==> src/rtl/anneal_scheduler.sv <==
// anneal_scheduler: sequences a one-hot update enable across N_PBITS p-bits,
// counts completed sweeps and raises the inverse temperature (beta) on a
// programmable sweep interval, saturating at beta_max.
// Optional build macro: ANNEAL_SAMPLE_EN adds output sample_valid, a one-cycle
// pulse on the cycle after every completed sweep.
module anneal_scheduler #(
    parameter int N_PBITS = 5,
    parameter int SWEEP_W = 16,
    parameter int BETA_W  = 8
) (
    input  logic               clk,
    input  logic               reset,
    input  logic               start,
    input  logic [SWEEP_W-1:0] n_sweeps,
    input  logic [SWEEP_W-1:0] sweeps_per_step,
    input  logic [BETA_W-1:0]  beta_start,
    input  logic [BETA_W-1:0]  beta_step,
    input  logic [BETA_W-1:0]  beta_max,
    input  logic               hold,
    output logic [N_PBITS-1:0] update_out,
    output logic [BETA_W-1:0]  beta,
    output logic [SWEEP_W-1:0] sweep_count,
    output logic               busy,
    output logic               done
`ifdef ANNEAL_SAMPLE_EN
    ,
    output logic               sample_valid
`endif
);

    localparam logic [1:0] ST_IDLE = 2'd0;
    localparam logic [1:0] ST_RUN  = 2'd1;
    localparam logic [1:0] ST_DONE = 2'd2;

    // Position of the first p-bit in the rotation.
    localparam logic [N_PBITS-1:0] POS_FIRST = N_PBITS'(1);

    // FSM and datapath state.
    logic [1:0]         state_reg, state_next;
    logic [N_PBITS-1:0] pos_reg, pos_next;
    logic [BETA_W-1:0]  beta_reg, beta_next;
    logic [SWEEP_W-1:0] sweep_count_reg, sweep_count_next;
    logic [SWEEP_W-1:0] step_cnt_reg, step_cnt_next;

    // Run configuration captured when a start is accepted.
    logic [SWEEP_W-1:0] n_sweeps_reg, n_sweeps_next;
    logic [SWEEP_W-1:0] sweeps_per_step_reg, sweeps_per_step_next;
    logic [BETA_W-1:0]  beta_step_reg, beta_step_next;
    logic [BETA_W-1:0]  beta_max_reg, beta_max_next;

    // Helper terms for the sequencing decisions.
    logic [N_PBITS-1:0] pos_rot;
    logic               advance;
    logic               sweep_end;
    logic [SWEEP_W-1:0] sweep_count_inc;
    logic [SWEEP_W-1:0] step_cnt_inc;
    logic [BETA_W:0]    beta_sum;
    logic [BETA_W-1:0]  beta_sat;

`ifdef ANNEAL_SAMPLE_EN
    logic sample_valid_reg, sample_valid_next;
`endif

    // One-hot rotation: bit k moves to bit k+1, the top bit wraps to bit 0.
    generate
        for (genvar gi = 0; gi < N_PBITS; gi++) begin : g_rot
            assign pos_rot[gi] = pos_reg[(gi + N_PBITS - 1) % N_PBITS];
        end
    endgenerate

    assign advance         = (state_reg == ST_RUN) && !hold;
    assign sweep_end       = advance && pos_reg[N_PBITS-1];
    assign sweep_count_inc = sweep_count_reg + SWEEP_W'(1);
    assign step_cnt_inc    = step_cnt_reg + SWEEP_W'(1);

    // The extra sum bit keeps a near-max beta from wrapping before the clamp.
    assign beta_sum = {1'b0, beta_reg} + {1'b0, beta_step_reg};
    assign beta_sat = (beta_sum > {1'b0, beta_max_reg}) ? beta_max_reg
                                                         : beta_sum[BETA_W-1:0];

    // Next-state logic for the FSM, position, counters and beta schedule.
    always_comb begin
        state_next           = state_reg;
        pos_next             = pos_reg;
        beta_next            = beta_reg;
        sweep_count_next     = sweep_count_reg;
        step_cnt_next        = step_cnt_reg;
        n_sweeps_next        = n_sweeps_reg;
        sweeps_per_step_next = sweeps_per_step_reg;
        beta_step_next       = beta_step_reg;
        beta_max_next        = beta_max_reg;

        case (state_reg)
            ST_IDLE: begin
                if (start) begin
                    n_sweeps_next        = n_sweeps;
                    sweeps_per_step_next = sweeps_per_step;
                    beta_step_next       = beta_step;
                    beta_max_next        = beta_max;
                    sweep_count_next     = '0;
                    step_cnt_next        = '0;
                    beta_next            = beta_start;
                    pos_next             = POS_FIRST;
                    state_next           = (n_sweeps == '0) ? ST_DONE : ST_RUN;
                end
            end

            ST_RUN: begin
                if (advance) begin
                    pos_next = pos_rot;
                end
                if (sweep_end) begin
                    sweep_count_next = sweep_count_inc;
                    // A zero interval disables beta stepping entirely.
                    if (sweeps_per_step_reg != '0) begin
                        if (step_cnt_inc == sweeps_per_step_reg) begin
                            step_cnt_next = '0;
                            beta_next     = beta_sat;
                        end else begin
                            step_cnt_next = step_cnt_inc;
                        end
                    end
                    // The final sweep still takes its beta step on the same edge.
                    if (sweep_count_inc == n_sweeps_reg) begin
                        state_next = ST_DONE;
                    end
                end
            end

            ST_DONE: begin
                state_next = ST_IDLE;
            end

            default: begin
                state_next = ST_IDLE;
            end
        endcase
    end

`ifdef ANNEAL_SAMPLE_EN
    // Sample strobe trails each sweep completion by one cycle.
    always_comb begin
        sample_valid_next = sweep_end;
    end
`endif

    // State registers with synchronous reset; reset overrides start and hold.
    always_ff @(posedge clk) begin
        if (reset) begin
            state_reg           <= ST_IDLE;
            pos_reg             <= POS_FIRST;
            beta_reg            <= '0;
            sweep_count_reg     <= '0;
            step_cnt_reg        <= '0;
            n_sweeps_reg        <= '0;
            sweeps_per_step_reg <= '0;
            beta_step_reg       <= '0;
            beta_max_reg        <= '0;
        end else begin
            state_reg           <= state_next;
            pos_reg             <= pos_next;
            beta_reg            <= beta_next;
            sweep_count_reg     <= sweep_count_next;
            step_cnt_reg        <= step_cnt_next;
            n_sweeps_reg        <= n_sweeps_next;
            sweeps_per_step_reg <= sweeps_per_step_next;
            beta_step_reg       <= beta_step_next;
            beta_max_reg        <= beta_max_next;
        end
    end

`ifdef ANNEAL_SAMPLE_EN
    // Sample strobe register.
    always_ff @(posedge clk) begin
        if (reset) begin
            sample_valid_reg <= 1'b0;
        end else begin
            sample_valid_reg <= sample_valid_next;
        end
    end

    assign sample_valid = sample_valid_reg;
`endif

    // Update enable is gated combinationally so hold blanks it immediately.
    assign update_out  = advance ? pos_reg : '0;
    assign beta        = beta_reg;
    assign sweep_count = sweep_count_reg;
    assign busy        = (state_reg == ST_RUN);
    assign done        = (state_reg == ST_DONE);

endmodule

==> config.mk <==
export PLATFORM = sky130hd
export DESIGN_NAME = anneal_scheduler
export DESIGN_NICKNAME = d
export VERILOG_FILES = /design/src/rtl/anneal_scheduler.sv
export SDC_FILE = /design/constraint.sdc
export NUM_CORES = 1
export LEC_CHECK = 0
export BUFFER_PORTS_ARGS = -buffer_cell sky130_fd_sc_hd__buf_2
export CORE_MARGIN = 2
export CORE_UTILIZATION = 30
export DETAILED_ROUTE_END_ITERATION = 6
export PLACE_DENSITY = 0.48
export RECOVER_POWER = 100
export SLEW_MARGIN = 15
export SYNTH_ARGS = -nofsm -noshare
export SYNTH_HDL_FRONTEND = slang
export SYNTH_SLANG_ARGS = --single-unit
export TNS_END_PERCENT = 20
==> constraint.sdc <==
create_clock -name clk -period 6.65 [get_ports clk]
set_clock_uncertainty 0.2 [all_clocks]
set_input_delay 1.33 -clock clk [delete_from_list [all_inputs] [get_ports clk]]
set_output_delay 1.33 -clock clk [all_outputs]
set_load 0.01 [all_outputs]
== After elaboration in Yosys (flattened, before gate mapping) ==
Index checks and enable logic that the tools add are counted.
Storage, ports and cells
  register bits after elaboration: 95
  input port bits: 60
  output and inout port bits: 31
  word-level logic and storage cells: 58
Operators by class
  add/subtract/negate cells: 3
  order comparisons: 1
  eq/ne operators: 10
  mux-type cells: 22
  reductions and logical operators: 13
Operator list (count)
  two-way mux 16 bit: 5
  one-hot mux 16 bit (2 select lines): 2
  two-way mux 8 bit: 5
  adder 16 x 1 -> 16 bit (second input constant): 2
  == test 16 bit: 2
  zero test 16 bit: 1
  one-hot mux 8 bit (2 select lines): 1
  nonzero test 16 bit: 1
  two-way mux 5 bit: 3
  != test 2 x 1 -> 1 bit (second input constant): 5
  one-hot mux 5 bit (2 select lines): 1
  adder 8 x 8 -> 9 bit: 1
  > comparator 9 x 8 -> 1 bit: 1
  AND reduction 3 bit: 3
  two-way mux 2 bit: 4
  AND reduction 5 bit: 1
  one-hot mux 2 bit (2 select lines): 1
  AND reduction 4 bit: 1
  == test 2 x 1 -> 1 bit (second input constant): 1
  == test 2 bit (second input constant): 1
  logical AND 1 bit: 2
  zero test 2 bit: 1
  != test 2 bit (second input constant): 1
  AND reduction 2 bit: 1
  2 further kinds: 2

== Longest topological paths before layout ==
Gate-level depths: netlist of run 1.
  depth in word-level cells: 7
  mapped depth: 14
  gate-level depth less buffers: 14

== Worst setup path after synthesis of run 1 ==
OpenSTA, ideal clock, no wires.
  kind: register -> register
  start: register beta_reg[0] (netlist: beta[0])
  end: register beta_reg[6] (netlist: beta[6])
  data arrival time: 3.742 ns
  data required time: 6.383 ns
  slack: 2.641 ns
  stages on the path, launching flop included: 15
  cell sequence: dfxtp_1 > ha_1 > fa_1 > a211oi_1 > o21bai_1 > a21oi_1 > xnor2_1 > ha_1 > or3_1 > a21oi_1 > a211oi_1 > nor3_1 > mux2i_1 > o31a_1 > a21oi_2
Between the ends
  cells in the longest elaborated chain, start to end: 7
RTL lines
  start: declaration: line 41  | logic [BETA_W-1:0] beta_reg, beta_next;
  start signal: assignment: line 162  | beta_reg <= beta_next;
  adder 8 x 8 -> 9 bit *: line 77  | assign beta_sum = {1'b0, beta_reg} + {1'b0, beta_step_reg};
  > comparator 9 x 8 -> 1 bit: line 78  | assign beta_sat = (beta_sum > {1'b0, beta_max_reg}) ? beta_max_reg
  two-way mux 8 bit *: line 78
  two-way mux 8 bit *: line 116  | if (step_cnt_inc == sweeps_per_step_reg) begin
  two-way mux 8 bit *: line 115  | if (sweeps_per_step_reg != '0) begin
  two-way mux 8 bit *: line 112  | if (sweep_end) begin
  one-hot mux 8 bit (2 select lines) *: line 93  | case (state_reg)
Every way passes the cells marked *; elsewhere a longest branch is shown, timed or not. The select of a mux whose other input is x is not followed.
A chain may end at the register's enable or synchronous reset.

== Final worst setup path of run 1 ==
  start: input port hold
  end: output port update_out[4]
Between the ends
  cells in the longest elaborated chain, start to end: 3
RTL lines
  start: declaration: line 19  | input logic hold,
  zero test 1 bit: line 71  | assign advance = (state_reg == ST_RUN) && !hold;
  logical AND 1 bit: line 71
  two-way mux 5 bit: line 186  | assign update_out = advance ? pos_reg : '0;
  end: declaration: line 20  | output logic [N_PBITS-1:0] update_out,
Every way passes these cells.

==> flow_summary_export.csv, run 1 <==
group,metric,value,unit
sta,tns,0,ps
clock_network,post_cts_buffers,0,
yosys,ys.flop_type,"dfxtp_1",
die,initial_core_util,30.83,%
sta,finalSetupViolations,0,
yosys,synth_edf_count,0,
pwr,power_leakage,2.348,nW
yosys,synth_top_area_share,34.11,%
setup_path,start_kind,"input pin",
clock_network,cts_root_buf,"clkbuf_16",
global_route,grt_overflow,0,
cells_and_area,drive_gt1_share,11.63,%
global_route,grt_first_pass_wirelength,27080,um
clock_network,hold_buffers,0,
yosys,synth_nets,811,
yosys,netlist_instances,732,
drt,vias_per_cell,5.380,
place,place_area,0.006141,sq mm
clock_network,insertion_delay,350,ps
sta,fmax,233.5,MHz
setup_path,cp_slowest_cell,"nand2_1",
die,io_pins,91,
clock_network,cts_buffers,9,
die,fp.coreArea,0.01809,sq mm
yosys,netlist_area,0.005575,sq mm
yosys,synth_top_cell_by_area,"dfxtp_1",
clock_network,cts_resized,0,
pwr,ir_drop,127.5,uV
setup_path,path_cells,"buf_2 > nor2_1 > nand2_1 > clkinv_1 > clkbuf_1",
die,die_w,140.3,um
yosys,async_flop_share,0,%
cells_and_area,design_area,0.006377,sq mm
sta,fin_crit,4282,ps
global_route,antenna_found_initial,0,
drt,first_pass_iters,4,
yosys,synth_cell_types,64,
place,place_ws,2342,ps
setup_path,r2r_setup_slack,2420,ps
cells_and_area,layout_commonest_cell,"nand2_1",
setup_path,worst_ep_required_time,5120,ps
drt,drc,0,
setup_path,path_class,"input pin to primary output",
sta,setup_slack,2368,ps
sta,rsz0062_at_grt,"no",
pwr,power_density,235.1,mW/mm^2
setup_path,crit_fanout,20,
cells_and_area,insertedDiodeCount,0,
die,die_y,140.3,um
drt,ant_nets,0,
global_route,grt_max_degree,57,
clock_network,cts.sinks,95,
setup_path,crit_arrival,2750,ps
yosys,yosysSeqAreaShare,34.11,%
yosys,syn_area_per_cell,7.617,sq um
sta,hold_violations,0,
sta,relSlewSlack,-73.01,%
job,max_cap_viol_count,1,
cells_and_area,final_cell_mix,"128 x nand2_1, 95 x dfxtp_1, 88 x a21oi_1",
yosys,ys_ff_latch,95,
drt,wl_per_cell,16.26,um
drt,drt_wl_total,16590,um
setup_path,max_stage_delay,560,ps
place,numPortBuffers,90,
die,die_area,0.01969,sq mm
drt,drt_iter0_drc,325,
yosys,ys_warn_count,0,
global_route,grt_use_total,16.93,%
clock_network,clockBufferDepth,2,
sta,fin_crit_sh,64.39,%
global_route,grt_pass1_vias,5310,
worst_hold_path,min_path_type,"register to register",
drt,routed-via-count,5488,
cells_and_area,syn_to_final_growth,14.39,%
clock_network,tritoncts,"built",
sta,tightest_slew,2595,ps
run_status,violations,"capacitance limit, slew limit",
die,fp-row-count,49,
place,place.detailed.hpwl,11780,um
setup_path,endpoint_kind,"primary output",
yosys,netlist_top_cells_area,"dfxtp_1 34%, nand2_1 8.6%, a21oi_1 7.9%, xnor2_1 6.1%, ha_1 4.0%",
sta,slew_viol_final,57,
place,gp_congestion,0.8349,
clock_network,htree_levels,3,
run_status,status,"finished, violations left",
clock_network,clk_pin_slew,70,ps
cells_and_area,finalNetCount,865,
## stage by stage
step	utilization [%]	instances	total power, mW	hold slack (ps)
final	35.26	1020	1.499	263.2
after floorplan	-	732	0.8930	236.3
after CTS	35.52	1020	1.524	264.9
after global placement	33.95	1004	1.001	252.9
after detailed placement	33.95	1004	1.009	253.6
after global routing	35.26	1020	1.587	286.7
## cells in the mapped netlist (3+ instances only)
library cell  instances
inv_1                14
o211ai_1              5
buf_1                 5
mux2i_1               8
a211oi_1              8
nor3b_1               4
xor2_1               10
xnor2_1              39
nand4_1              17
a21oi_1              88
a31oi_1              14
or4_1                 5
and2_1                7
o21bai_1              3
ha_1                 18
or2_2                 3
a22oi_1              12
nor2_1               40
nor2b_1              10
nor4_1               17
o31a_1                8
nand3_1              24
o21a_1                3
and3_1                8
dfxtp_1              95
a21o_1                3
o21ai_0              22
or3_1                 9
nand2_1             128
nand3b_1              3
clkbuf_1             41
nor3_1               19
## path summary, 6_finish.rpt
check / to / cells after the start / from
setup / recovery: update_out[4] / 5 / hold
hold / removal: beta_max_reg[7] / 2 / beta_max_reg[7]
setup reg to reg: beta[3] / 8 / step_cnt_reg[0]
hold reg to reg: beta_max_reg[7] / 2 / beta_max_reg[7]
## logic make-up (layout without fill, tap and decap cells)
kind of cell / Yosys count / count (layout) / share of synthesized area (%)
DFF: 95 / 95 / 34.11
buffers and inverters: 68 / 127 / 5.049
xor gates and xnor gates: 49 / 49 / 7.697
AOI/OAI and AO/OA: 187 / 187 / 20.49
muxes: 9 / 9 / 1.638
adders and majority gates: 19 / 19 / 4.399
and+or+nand+nor: 305 / 305 / 26.62
## layer usage
layer	track usage [%]	wire length, um	up-vias
li1	-	-	2714
met1	23.09	8072	2630
met2	27.79	7692	128
met3	2.427	602	16
met4	5.104	217	0
met5	0	0	-
## power by group
group | internal [mW] | switching (mW) | leakage (nW)
Sequential | 0.601 | 0.0336 | 0.775
Combinational | 0.141 | 0.215 | 1.43
Clock | 0.267 | 0.242 | 0.145
Total | 1.01 | 0.490 | 2.35
## final cells by class
type	instances	area, sq um
fillers	1925	11710
well taps	229	286.5
inverters	15	56.30
flip-flops and latches	95	1902
clock inverters	6	43.79
multi-input cells	569	3396
repair buffers	96	454.2
clock buffers	10	239.0
## critical path: cells and delay by family
family        cells  cell delay (ps)
simple gates      2              650
buf+inv           3              760
(Power assumes the default switching activity.)
==> run 2: changes to the inputs <==
--- a/config.mk
+++ b/config.mk
@@ -9,7 +9,7 @@
 export CORE_MARGIN = 2
 export CORE_UTILIZATION = 30
 export DETAILED_ROUTE_END_ITERATION = 6
-export PLACE_DENSITY = 0.48
+export PLACE_DENSITY = 0.49
 export RECOVER_POWER = 100
 export SLEW_MARGIN = 15
 export SYNTH_ARGS = -nofsm -noshare
==> constraint.sdc (replaced) <==
create_clock -name clk -period 3.5 [get_ports clk]
set_clock_uncertainty 0.2 [all_clocks]
set_input_delay 0.7 -clock clk [delete_from_list [all_inputs] [get_ports clk]]
set_output_delay 0.7 -clock clk [all_outputs]
set_load 0.01 [all_outputs]
==> run 2 against run 1 <==
  * The run ends with setup timing left
  * Largest cell class unchanged
  * Utilization rose by 3.5 points
  * Hold slack barely moved
  * Wire length rose by 2.2%
  * Critical path depth rose by 10
  * Largest power group unchanged
  * Combinational power rose to 2.5 times the previous value
==> flow_summary_export.csv, run 2 (synthesized netlist as in run 1, its figures left out) <==
group,metric,value,unit
pwr,ir_drop,225.3,uV
setup_path,max_stage_delay,420,ps
global_route,grt_use_met3,2.530,%
setup_path,endpoint_kind,"register",
cells_and_area,drive_gt1_share,22.49,%
clock_network,clk_pin_slew,70,ps
die,fp-row-count,49,
global_route,grt_use_total,17.18,%
clock_network,hold_buffers,0,
sta,finalSetupViolations,2,
pwr,finalPower,3.181,mW
die,fp.coreArea,0.01809,sq mm
setup_path,crit_fanout,4,
cells_and_area,final_core_util,38.78,%
setup_path,worst_ep_required_time,3580,ps
setup_path,r2r-start,"beta[1]",
setup_path,crit_arrival,3610,ps
global_route,grt_use_met1,24.24,%
global_route,grt_first_pass_wirelength,27460,um
clock_network,htree_levels,3,
die,die_area,0.01969,sq mm
setup_path,path_common_cell,"a211oi_4",
sta,hold_violations,0,
worst_hold_path,min_path_type,"register to register",
job,max_cap_viol_count,0,
global_route,grtUsageMet2,27.27,%
cells_and_area,design_area,0.007013,sq mm
worst_hold_path,min-delay-start,"beta_max_reg[7]",
setup_path,cpLargestDelayFamily,"compound AO/OA/AOI/OAI gates",
global_route,grt_busiest_layer,"met2",
setup_path,path_cells,"buf_6 > fa_2 > a211oi_4 > o21bai_1 > a21oi_1 > xnor2_1 > ha_2 > and4_1 > and3_4 > a211oi_4 > nor3_4 > buf_4 > mux2i_1 > o31a_1 > a21oi_2",
drt,drt_wl_total,16950,um
drt,drt_iter0_drc,295,
sta,tightest_slew,1081,ps
place,place_area,0.006555,sq mm
clock_network,clockBufferDepth,2,
run_status,violations,"setup timing",
drt,vias_per_cell,5.092,
die,io_pins,91,
drt,drc,0,
global_route,grt_pass1_vias,5212,
setup_path,crit_buf_inv,2,
sta,fin_crit_sh,100.9,%
clock_network,insertion_delay,350,ps
sta,fin_crit,3532,ps
sta,hold_slack,263.1,ps
cells_and_area,fillers,1887,
cells_and_area,final_cell_mix,"128 x nand2_1, 91 x dfxtp_1, 87 x a21oi_1",
run_status,status,"finished, violations left",
place,gp_congestion,0.8195,
clock_network,cts_buffers,9,
pwr,power_density,453.6,mW/mm^2
place,numPortBuffers,90,
global_route,grt_overflow,0,
die,die_w,140.3,um
drt,first_pass_iters,4,
sta,rsz0062_at_grt,"yes",
clock_network,cts_root_buf,"clkbuf_16",
setup_path,startpoint,"beta[1]",
pwr,power_leakage,2.754,nW
place,place.detailed.hpwl,12210,um
cells_and_area,layout_commonest_cell,"nand2_1",
sta,relSlewSlack,27.94,%
sta,slew_viol_final,0,
cells_and_area,syn_to_final_growth,25.79,%
cells_and_area,finalNetCount,919,
die,die_y,140.3,um
clock_network,cts.sinks,95,
sta,setup_slack,-31.55,ps
global_route,antenna_found_initial,1,
drt,ant_nets,0,
cells_and_area,insertedDiodeCount,0,
setup_path,start_kind,"register",
clock_network,tritoncts,"built",
die,initial_core_util,30.83,%
drt,wl_per_cell,15.78,um
global_route,grt_max_degree,61,
place,place_ws,-270.0,ps
drt,routed-via-count,5469,
setup_path,cp_slowest_cell,"fa_2",
sta,fmax,283.2,MHz
setup_path,path_class,"register to register",
[run 2: cell types whose count changed in the layout (fill, tap and decap cells not counted), sizes merged]
cell / delta
buf: +74
clkbuf: -21
inv: -1
bufinv: +2
[run 2: metrics by stage]
step           setup TNS (ps)  std cells
2_1_floorplan               0        732
3_3_place_gp            -1336       1053
3_5_place_dp            -1573       1053
4_1_cts                     0       1074
5_1_grt                 -1137       1074
6_report               -53.49       1074
[run 2: final cells by class]
class	count	area, sq um	area share, %
Inverter	15	56.30	0.8029
Sequential cell	95	1907	27.19
Clock inverter	7	96.34	1.374
Clock buffer	9	225.2	3.211
Multi-Input combinational cell	569	3532	50.37
Timing Repair Buffer	150	909.6	12.97
Tap cell	229	286.5	4.086
[run 2: final timing paths]
kind | end | cells past startpoint | slack [ps]
worst max-delay path | beta[6] | 15 | -30
worst min-delay path | beta_max_reg[7] | 2 | 260
worst max register to register | beta[6] | 15 | -30
worst min register to register | beta_max_reg[7] | 2 | 260
[run 2: per-layer routing]
metal / vias up / routed length [um]
met3: 15 / 634
met2: 96 / 7675
met5: - / 7
met1: 2536 / 8418
met4: 2 / 212
li1: 2820 / -
[run 2: timing repair]
item | 4_1_cts | 5_1_grt
endpoints found under the setup margin | 8 | 8
pin swaps | 12 | 14
gates resized for setup | 8 | 17
buffers inserted | 5 | 0
[run 2: worst reg2reg max path, delay by kind of cell, from the launching register on]
family | cells | cell delay, ps
adders and majority gates | 2 | 750
and+or+nand+nor | 3 | 450
DFF | 1 | 350
xor gates and xnor gates | 1 | 170
AOI/OAI and AO/OA | 6 | 1160
buffers and inverters | 2 | 270
muxes | 1 | 110
[run 2: power breakdown]
group	total, mW	switching (mW)	internal (mW)
clock	1.09	0.461	0.630
sequential	1.20	0.0584	1.14
combinational	0.890	0.475	0.415
total	3.18	0.994	2.19
==> run 3: changes to the inputs <==
--- a/config.mk
+++ b/config.mk
@@ -9,7 +9,7 @@
 export CORE_MARGIN = 2
 export CORE_UTILIZATION = 30
 export DETAILED_ROUTE_END_ITERATION = 6
-export PLACE_DENSITY = 0.49
+export PLACE_DENSITY = 0.6
 export RECOVER_POWER = 100
 export SLEW_MARGIN = 15
 export SYNTH_ARGS = -nofsm -noshare
==> run 3 against run 2 <==
  * Final cell count grew 0.28%
  * Sequential power about the same
  * Die area unchanged
  * The run still ends with setup timing left
  * Sequential share of layout area up 0.15 points
  * Highest routed layer is now met4
  * Utilization decreased by 0.24 points
  * Combinational power down 2.5%
  * Non-clock buffer count increased by 3
  * First-iteration DRC count is 22% higher
==> flow_summary_export.csv, run 3 (synthesized netlist as in run 1, its figures left out) <==
group,metric,value,unit
run_status,status,"finished, violations left",
run_status,violations,"setup timing",
setup_path,path_class,"register to register",
global_route,grt_first_pass_wirelength,26740,um
sta,rsz0062_at_grt,"yes",
clock_network,clk_pin_slew,80,ps
setup_path,crit_fanout,5,
die,fp.coreArea,0.01809,sq mm
place,place_area,0.006585,sq mm
pwr,clkPwrFrac,32.3,%
pwr,power_density,437.9,mW/mm^2
global_route,antenna_found_initial,0,
place,dpl.cell_count,1057,
pwr,power_leakage,2.732,nW
sta,slew_viol_final,0,
global_route,grt_use_total,16.70,%
clock_network,cts_buffers,9,
pwr,p_sw_share,33.17,%
cells_and_area,final_core_util,38.53,%
pwr,power_frac_comb,28.4,%
pwr,ir_drop,303.6,uV
die,initial_core_util,30.83,%
die,die_w,140.3,um
cells_and_area,fillers,1880,
global_route,grtUsageMet2,26.14,%
cells_and_area,finalNetCount,922,
global_route,grt_max_degree,69,
cells_and_area,multi_input_area,0.003507,sq mm
cells_and_area,layout_commonest_cell,"nand2_1",
cells_and_area,drive_gt1_share,21.82,%
pwr,seqPwrFrac,39.3,%
die,die_area,0.01969,sq mm
global_route,grt_overflow,0,
sta,relSlewSlack,6.604,%
setup_path,start_kind,"register",
global_route,grt_pass1_vias,5187,
cells_and_area,final_cell_mix,"128 x nand2_1, 92 x dfxtp_1, 85 x a21oi_1",
die,io_pins,91,
pwr,internal_power,2.040,mW
clock_network,hold_buffers,0,
drt,drt_iter0_drc,359,
place,gp_congestion,0.8518,
setup_path,crit_arrival,3540,ps
setup_path,reg2regPathDepth,15,
drt,vias_per_cell,5.223,
sta,fin_crit,3531,ps
place,numPortBuffers,90,
drt,first_pass_iters,5,
sta,hold_violations,0,
clock_network,clockBufferDepth,2,
global_route,grt_busiest_layer,"met2",
global_route,grt_use_met3,4.000,%
sta,setup_slack,-31.44,ps
cells_and_area,insertedDiodeCount,0,
clock_network,htree_levels,3,
clock_network,insertion_delay,360,ps
sta,tightest_slew,1401,ps
drt,routed-via-count,5625,
job,max_cap_viol_count,0,
drt,wl_per_cell,15.39,um
cells_and_area,fin_cells,1077,
sta,finalSetupViolations,5,
clock_network,cts.sinks,95,
clock_network,tritoncts,"built",
worst_hold_path,min_delay_path_depth,2,
cells_and_area,syn_to_final_growth,25.00,%
sta,fmax,283.2,MHz
cells_and_area,regArea,0.001906,sq mm
drt,ant_nets,0,
drt,drc,0,
pwr,p_switching,1.012,mW
die,fp-row-count,49,
global_route,grt_use_met1,22.93,%
drt,drt_wl_total,16570,um
pwr,finalPower,3.052,mW
die,die_y,140.3,um
worst_hold_path,min_path_type,"register to register",
sta,fin_crit_sh,100.9,%
setup_path,worst_ep_required_time,3510,ps
clock_network,cts_root_buf,"clkbuf_16",
place,place.detailed.hpwl,12070,um
cells_and_area,design_area,0.006969,sq mm
setup_path,endpoint_kind,"register",
## run 3: timing repair
item | 4_1_cts | 5_1_grt
resized for setup | 1 | 21
setup buffers | 2 | 2
setup endpoints to repair | 8 | 9
pin swaps | 5 | 22
## run 3: layout make-up
cell class / count / area share [%]
tap: 229 / 4.111
timing repair buffer: 153 / 13.27
clock buffer: 10 / 3.285
inverter: 15 / 0.8079
sequential: 95 / 27.34
clock inverter: 6 / 0.8618
multi-input combinational: 569 / 50.32
## run 3: routing by layer
metal / wire (um) / share of wire [%] / up-vias
met5: 0 / 0 / -
met4: 238 / 1.4 / 0
met3: 941 / 5.7 / 12
met2: 7468 / 45 / 145
met1: 7923 / 48 / 2630
li1: - / - / 2838
## run 3: power groups by stage
stage	clock network [mW]	logic (mW)	registers, mW
2_1_floorplan	0	0.507	1.21
3_3_place_gp	0	0.771	1.22
3_5_place_dp	0	0.773	1.22
4_1_cts	1.01	0.798	1.20
5_1_grt	1.06	0.958	1.21
6_report	0.985	0.868	1.20
## run 3: worst max-delay path: stages, from the launching register on
cell and delay [ps]:
dfxtp_2 340, ha_4 170, fa_2 390, a211oi_2 260, o21bai_1 90, a21oi_1 170, xnor2_1 160, ha_2 320
o21a_1 180, a21oi_2 190, a211oi_4 70, nor3_4 260, buf_6 170, mux2i_1 200, o31a_1 160, a21oi_2 60
## run 3: final timing paths
check	startpoint	to	slack, ps
setup reg to reg	beta_step_reg[0]	beta[1]	-30
setup / recovery	beta_step_reg[0]	beta[1]	-30
hold / removal	beta_max_reg[7]	beta_max_reg[7]	260
hold reg to reg	beta_max_reg[7]	beta_max_reg[7]	260
## run 3: metrics by stage
step | hold slack, ps | worst slack, ps | setup TNS, ps
floorplan | 236.3 | 25.87 | 0
global placement | 248.4 | -217.7 | -1274
detailed placement | 251.8 | -202.6 | -1176
CTS | 262.9 | -51.54 | -51.54
global route | 282.4 | -264.4 | -1767
finish | 259.9 | -31.44 | -106.6
